$ cat src/rtl/rom_fetch_unit.sv
// rom_fetch_unit: program-ROM fetch front end that assembles 1/2-byte instructions into a valid/ready queue
module rom_fetch_unit #(
    parameter int ADDR_W     = 8,
    parameter int DATA_W     = 8,
    parameter int FIFO_DEPTH = 2,
    parameter int START_ADDR = 0
) (
    input  logic              clk,
    input  logic              rst,
    input  logic              start_i,
    input  logic              jmp_en_i,
    input  logic [ADDR_W-1:0] jmp_addr_i,
    output logic [ADDR_W-1:0] rom_addr_o,
    output logic              rom_read_o,
    output logic              rom_ena_o,
    input  logic [DATA_W-1:0] rom_data_i,
    output logic              instr_valid_o,
    input  logic              instr_ready_i,
    output logic [DATA_W-1:0] instr_op_o,
    output logic [DATA_W-1:0] instr_arg_o,
    output logic [ADDR_W-1:0] instr_pc_o,
    output logic              halted_o,
    output logic              busy_o
);
    localparam int PW = FIFO_DEPTH > 1 ? $clog2(FIFO_DEPTH) : 1;
    localparam int CW = $clog2(FIFO_DEPTH + 1);
    typedef enum logic [1:0] {IDLE, FETCH_OP, FETCH_ARG, HALTED} state_t;
    typedef struct packed {
        logic [DATA_W-1:0] op;
        logic [DATA_W-1:0] arg;
        logic [ADDR_W-1:0] pc;
    } entry_t;
    state_t            state_q, state_d;
    logic [ADDR_W-1:0] pc_q, pc_d, opc_q, opc_d;
    logic [DATA_W-1:0] op_q, op_d;
    logic [PW-1:0]     rd_q, wr_q;
    logic [CW-1:0]     cnt_q;
    entry_t            mem_q [FIFO_DEPTH];
    entry_t            push_e, head;
    logic              full, rd, two, push, pop;
    logic [2:0]        opc;
    function automatic logic [PW-1:0] nxt(input logic [PW-1:0] p);
        return p == PW'(FIFO_DEPTH - 1) ? '0 : p + PW'(1);
    endfunction
    assign full   = cnt_q == CW'(FIFO_DEPTH);
    // fullness is judged on the registered count so a same-cycle pop cannot start a fetch
    assign rd     = (state_q == FETCH_OP && !full) || state_q == FETCH_ARG;
    assign opc    = rom_data_i[DATA_W-1 -: 3];
    assign two    = opc inside {3'b001, 3'b010, 3'b011};
    assign push   = rd && !(state_q == FETCH_OP && two) && !jmp_en_i;
    assign pop    = cnt_q != '0 && instr_ready_i && !jmp_en_i;
    assign push_e = state_q == FETCH_ARG ? {op_q, rom_data_i, opc_q} : {rom_data_i, DATA_W'(0), pc_q};
    always_comb begin
        state_d = state_q;
        pc_d    = rd ? pc_q + ADDR_W'(1) : pc_q;
        op_d    = op_q;
        opc_d   = opc_q;
        if (state_q == IDLE || state_q == HALTED) state_d = start_i ? FETCH_OP : state_q;
        else if (state_q == FETCH_ARG) state_d = FETCH_OP;
        else if (rd) state_d = two ? FETCH_ARG : (opc == 3'b111 ? HALTED : FETCH_OP);
        if (state_q == FETCH_OP && rd) begin
            op_d  = rom_data_i;
            opc_d = pc_q;
        end
        if (jmp_en_i) begin
            state_d = FETCH_OP;
            pc_d    = jmp_addr_i;
        end
    end
    always_ff @(posedge clk) begin
        if (rst) begin
            state_q <= IDLE;
            pc_q    <= ADDR_W'(START_ADDR);
            op_q    <= '0;
            opc_q   <= '0;
            rd_q    <= '0;
            wr_q    <= '0;
            cnt_q   <= '0;
        end else begin
            state_q <= state_d;
            pc_q    <= pc_d;
            op_q    <= op_d;
            opc_q   <= opc_d;
            rd_q    <= jmp_en_i ? '0 : (pop ? nxt(rd_q) : rd_q);
            wr_q    <= jmp_en_i ? '0 : (push ? nxt(wr_q) : wr_q);
            cnt_q   <= jmp_en_i ? '0 : cnt_q + CW'(push) - CW'(pop);
        end
    end
    always_ff @(posedge clk) begin
        if (push) mem_q[wr_q] <= push_e;
    end
    assign head          = mem_q[rd_q];
    assign instr_valid_o = cnt_q != '0;
    assign instr_op_o    = instr_valid_o ? head.op : '0;
    assign instr_arg_o   = instr_valid_o ? head.arg : '0;
    assign instr_pc_o    = instr_valid_o ? head.pc : '0;
    assign rom_addr_o    = pc_q;
    assign rom_read_o    = rd;
    assign rom_ena_o     = rd;
    assign halted_o      = state_q == HALTED;
    assign busy_o        = state_q == FETCH_OP || state_q == FETCH_ARG;
endmodule

$ cat config.mk
export PLATFORM = sky130hd
export DESIGN_NAME = rom_fetch_unit
export DESIGN_NICKNAME = d
export VERILOG_FILES = /design/src/rtl/rom_fetch_unit.sv
export SDC_FILE = /design/constraint.sdc
export NUM_CORES = 1
export LEC_CHECK = 0
export CORE_MARGIN = 1
export CORE_UTILIZATION = 50
export CTS_CLUSTER_DIAMETER = 200
export CTS_CLUSTER_SIZE = 12
export DETAILED_ROUTE_END_ITERATION = 12
export PLACE_DENSITY = 0.87
export SLEW_MARGIN = 20
export SYNTH_ARGS = -nofsm -noshare
export SYNTH_HDL_FRONTEND = slang
export SYNTH_SLANG_ARGS = --single-unit
$ cat constraint.sdc
create_clock -name clk -period 5.9 [get_ports clk]
set_input_delay 0.885 -clock clk [delete_from_list [all_inputs] [get_ports clk]]
set_output_delay 0.885 -clock clk [all_outputs]
set_load 0.03 [all_outputs]
; ---- Word-level counts from Yosys, hierarchy flattened
; Memories as Yosys holds them, arrays and structs flattened. A register that Yosys moved wholly into a read port is not among the register bits.
; Cells that the tools add are included.
[op_classes]
muxes = 19
add_sub_neg = 5
n_lt_le_gt_ge = 0
bitwise = 0
shifts = 0
n_eq_ne = 10
mul = 0
reduce_logical = 22
div_mod_pow = 0
[ops]
columns = op, n
row1 = two-way mux 8 bit, 5
row2 = two-way mux 24 bit, 1
row3 = two-way mux 2 bit, 6
row4 = "adder 8 x 1 -> 8 bit, second input constant", 1
row5 = logical AND 1 bit, 7
row6 = two-way mux 1 bit, 7
row7 = "== test 2 bit, second input constant", 3
row8 = "== test 3 x 2 -> 1 bit, second input constant", 2
row9 = nonzero test 3 bit, 2
row10 = AND reduction 2 bit, 2
row11 = nonzero test 2 bit, 2
row12 = nonzero test 4 bit, 1
row13 = "== test 3 x 1 -> 1 bit, second input constant", 1
row14 = "== test 3 bit, second input constant", 1
row15 = logical NOT 1 bit, 3
row16 = logical OR 1 bit, 3
row17 = "inequality test 3 bit, second input constant", 1
row18 = "adder 1 bit, second input constant", 2
row19 = adder 2 x 1 -> 2 bit, 1
row20 = "== test 2 x 1 -> 1 bit, second input constant", 1
row21 = logical NOT 2 bit, 1
row22 = "inequality test 2 bit, second input constant", 1
row23 = OR reduction 2 bit, 1
row24 = subtractor 2 x 1 -> 2 bit, 1
[word_totals]
ramBits = 48
wordCells = 65
mem_count = 1
ff_bits = 30
output_inout_bits = 37
latchBits = 0
input_bits = 21
rom_bits = 0
[memory_table]
columns = name, depth, word_bits, read_ports, rd_clocked_by_memory_dff, write_ports, line_no
row1 = mem_q, 2, 24, 1, 1, 1, 38  ; entry_t mem_q [FIFO_DEPTH];

; ---- Depth between registers and ports, before layout
[logic_depth]
depth_word = 8
ltp_mapped = 12

; ---- Worst setup path before layout
; Ideal clock, no wire load.
[synth_path]
kind = input-to-reg
start = in rom_data_i[5]
end = mem mem_q[0][0] (netlist bit) (enable)
required_ns = 5.495
stages = 4
arrival_time_ns = 2.377
setup_slack_ns = 3.118
setup_time_ns = 0.405
cell_sequence = o21ba_2 a21oi_1 nand2_1 nor2_1
[synth_between]
elab_chain_len = 8
word_cells_on_any_way = 10
[synth_rtl]
columns = element, line_no
row1 = start: declaration, 16  ; input logic [DATA_W-1:0] rom_data_i,
row2 = == test 3 x 1 -> 1 bit / == test 3 x 2 -> 1 bit (equally long branches), 49  ; assign two = opc inside {3'b001, 3'b010, 3'b011};
row3 = nonzero test 3 bit *, 49
row4 = logical AND 1 bit *, 50  ; assign push = rd && !(state_q == FETCH_OP && two) && !jmp_en_i;
row5 = logical NOT 1 bit *, 50
row6 = logical AND 1 bit * (2 in a row), 50
row7 = two-way mux 1 bit *, 90  ; if (push) mem_q[wr_q] <= push_e;
row8 = two-way mux 1 bit (not written as such) *, 90
row9 = end: declaration, 38
; Mark *: on every way between the ends. The rest lies on a longest branch, timed or not.

; ---- Worst setup path in the final report
[layout_path]
start = reg state_q[0]
end = out rom_read_o
[layout_between]
elab_chain_len = 3
word_cells_on_any_way = 4
[layout_rtl]
columns = element, line_no
row1 = start: declaration, 33  ; state_t state_q, state_d;
row2 = start signal: assignment, 80  ; state_q <= state_d;
row3 = == test 2 x 1 -> 1 bit, 47  ; assign rd = (state_q == FETCH_OP && !full) || state_q == FETCH_ARG;
row4 = logical AND 1 bit, 47
row5 = logical OR 1 bit *, 47
row6 = end: declaration, 14  ; output logic rom_read_o,
; Marks and branches as above.

==> results.sh <==
export IMPL_swShare_pct=28.23
export IMPL_syn_area_um2=3480
export IMPL_reg2reg_from="state_q[0]"
export IMPL_cts_resized_gates=0
export IMPL_worstHoldStart="op_q[6]"
export IMPL_rows=30
export IMPL_h_tree_depth=3
export IMPL_mappedNetlistNets=315
export IMPL_ys_types=38
export IMPL_finalHoldWorstSlack_ns=0.5013
export IMPL_cts_tree="built"
export IMPL_clkLatencyLatePin_ns=0.35
export IMPL_vdd_drop_max_mv=0.1474
export IMPL_path_class="reg -> out"
export IMPL_worstReg2RegEnd="cnt_q[1]"
export IMPL_rsz0062_at_grt="false"
export IMPL_avgSynthCellArea_um2=12.12
export IMPL_worst_r2r_cell_count=11
export IMPL_maxCapViolCount=0
export IMPL_holdPathEnd="op_q[6]"
export IMPL_cp_end_kind="output pin"
export IMPL_dp_hpwl_um=4299
export IMPL_dp_slack_ns=2.524
export IMPL_cell_internal_pwr_w=0.0009463
export IMPL_core_um2=6756
export IMPL_num_nets_final=368
export IMPL_fmax_mhz=295.4
export IMPL_critPathMaxFanout=27
export IMPL_drive_gt1_share_pct=12.17
export IMPL_avgRoutedWirePerCell_um=15.17
export IMPL_gp_congestion=0.8378
export IMPL_dpl_cell_area_um2=4096
export IMPL_num_vias=2280
export IMPL_cts_buffers=9
export IMPL_worst_pin_slew_ns=0.9664
export IMPL_synth_seq_cells=79
export IMPL_grt_overflow_total=0
export IMPL_die_x_um=85.42
export IMPL_io_buffers=57
export IMPL_p_leak_nw=1.531
export IMPL_finalMaxSlewViolations=0
export IMPL_status="finished, final reports clean"
export IMPL_wl_um=6449
export IMPL_cts_sinks=79
export IMPL_crit_slowest_cell="clkdlybuf4s50_1"
export IMPL_grt_pass1_wl_um=10590
export IMPL_clk_pin_slew_worst_paths_ns=0.07
export IMPL_drt_antenna_violating_nets=0
export IMPL_antenna_cells=0
export IMPL_syn2layout_area_growth_pct=23.34
export IMPL_drt_iter0_drc=115
export IMPL_ys_warn_count=0
export IMPL_p_clk_share_pct=28.4
export IMPL_cpPeakStageDelay_ns=0.63
export IMPL_seqPwrFrac_pct=50.3
export IMPL_nFillCells=515
export IMPL_grt_max_degree=28
export IMPL_grt_pass1_vias=2150
export IMPL_comb_power_share_pct=21.3
export IMPL_clk_path_buf_depth=2
export IMPL_synth_cells=287
export IMPL_hold_viol=0
export IMPL_cp_arrival_ns=2.50
export IMPL_drcViolationCount=0
export IMPL_pwr_density_cell_nw_per_um2=307.2
export IMPL_io_pins=58
export IMPL_fin_crit_sh_pct=57.38
export IMPL_min_path_cells=2
export IMPL_finClkSkew_ns=0.01089
export IMPL_die_h_um=85.42
export IMPL_antenna_found_initial=0
export IMPL_ctsHoldBuffers=0
export IMPL_grt_usage_pct=19.18
export IMPL_relSlewSlack_pct=35.37
export IMPL_critPathRequiredTime_ns=5.02
export IMPL_setup_violations=0
export IMPL_final_setup_tns_ns=0
export IMPL_path_cells="inv_1 -> ha_2 -> a21oi_2 -> inv_2 -> clkdlybuf4s50_1"
export IMPL_post_cts_buffers=0
export IMPL_min_period_ns=3.386
export IMPL_p_sw_w=0.0003723
export IMPL_postLayoutCellArea_um2=4292
export IMPL_dr_pass1_iters=5
export IMPL_fin_ws_ns=2.514
export IMPL_initial_core_util_pct=51.50
export IMPL_hold_class="reg -> reg"
export IMPL_root_buffer="clkbuf_8"
export IMPL_start_kind="flop"
export IMPL_rrSetupSlack_ns=3.13
export IMPL_die_area_um2=7297
export IMPL_ys_seq_area_share_pct=59.26
export IMPL_viasPerCell=5.365
-- Yosys cell counts, drive strengths merged --
cell	instances	area share (%)
a2111oi	2	0.50
a211oi	2	0.43
a21boi	1	0.22
a21oi	5	0.83
a221oi	1	0.25
a311oi	5	1.3
a31oi	1	0.18
and2	9	1.6
and3	1	0.18
and4	1	0.25
buf	7	1.3
clkbuf	9	0.97
dfxtp	31	18
edfxtp	48	41
ha	7	2.5
inv	12	1.3
mux2	17	5.5
mux2i	40	12
nand2	9	0.97
nand2b	1	0.40
nand3	2	0.29
nand4	2	0.36
nor2	55	5.9
o21ai	6	0.97
o21ba	1	0.29
o22ai	1	0.18
o31ai	2	0.43
o32ai	1	0.25
or3	2	0.43
or4	2	0.43
xnor2	2	0.50
xor2	2	0.50
-- metrics by stage --
stage	util [%]	instances	total power, W
final	63.52	425	0.001319
after global routing	63.52	425	0.001378
after CTS	63.30	425	0.001322
after detailed placement	60.63	409	0.0009541
after global placement	60.48	409	0.0009448
after floorplan	-	287	0.0008644
-- critical path, delay by kind of cell, from the launching register on --
| kind | cells | cell delay [ns] |
|---|---|---|
| DFF | 1 | 0.40 |
| adders and majority gates | 1 | 0.39 |
| AOI/OAI and AO/OA | 1 | 0.45 |
| buffers and inverters | 3 | 0.90 |
-- cell families (layout without fill, tap and decap cells) --
family | after synthesis | in the layout | synth area share [%]
XOR/XNOR | 4 | 4 | 1.007
AND/OR/NAND/NOR | 84 | 84 | 10.86
flip-flops | 79 | 79 | 59.26
adder cells (fa/ha/maj) | 7 | 7 | 2.517
AO/OA/AOI/OAI | 28 | 28 | 5.789
multiplexers | 57 | 57 | 17.01
buffers and inverters | 28 | 86 | 3.559
-- layout make-up --
cell class,instances,area [um^2],share of cell area (%)
Timing Repair Buffer,58,578.1,13.47
Clock buffer,11,131.4,3.061
Multi-Input combinational cell,180,1326,30.90
Clock inverter,5,48.80,1.137
Sequential cell,79,2062,48.05
Inverter,12,45.04,1.050
Tap cell,80,100.1,2.332
-- cell usage in the layout, fill, tap and decap left out, drive strengths merged, types with 2 or more instances in the layout --
master         count
a2111oi            2
a211oi             2
a21oi              5
a311oi             5
and2               9
clkbuf            11
clkdlybuf4s50     57
clkinv             4
dfxtp             31
edfxtp            48
ha                 7
inv               12
mux2              17
mux2i             40
nand2              9
nand3              2
nand4              2
nor2              55
o21ai              6
o31ai              2
or3                2
or4                2
xnor2              2
xor2               2
-- registers in the layout (all words and copies together), names as in the netlist, named ones only --
| signal | cells |
|---|---|
| state_q | 2 |
| rom_addr_o | 8 |
| rd_q | 1 |
| op_q | 8 |
| mem_q | 48 |
| cnt_q | 2 |
| opc_q | 8 |
| wr_q | 1 |
-- power by group through the flow --
stage	combinational [W]	sequential, W	clock [W]
6_report	0.000280	0.000663	0.000375
4_1_cts	0.000281	0.000663	0.000378
3_3_place_gp	0.000272	0.000672	0
2_1_floorplan	0.000188	0.000677	0
5_1_grt	0.000305	0.000667	0.000406
3_5_place_dp	0.000279	0.000675	0
-- layer usage --
layer / vias up / track usage, % / share of wire (%)
met5: - / 0 / 0
met4: 0 / 7.576 / 1.7
met3: 9 / 5.156 / 5.3
met2: 70 / 30.47 / 48
met1: 1075 / 25.11 / 45
li1: 1126 / - / -
-- worst max-delay path by stage --
stage,from,endpoint
5_1_grt,state_q[0],rom_read_o
6_report,state_q[0],rom_read_o
3_3_place_gp,state_q[0],rom_ena_o
2_1_floorplan,rom_data_i[5],mem_q[0][0]
4_1_cts,state_q[0],rom_read_o
3_5_place_dp,state_q[0],rom_read_o
(Power assumes the default switching activity.)
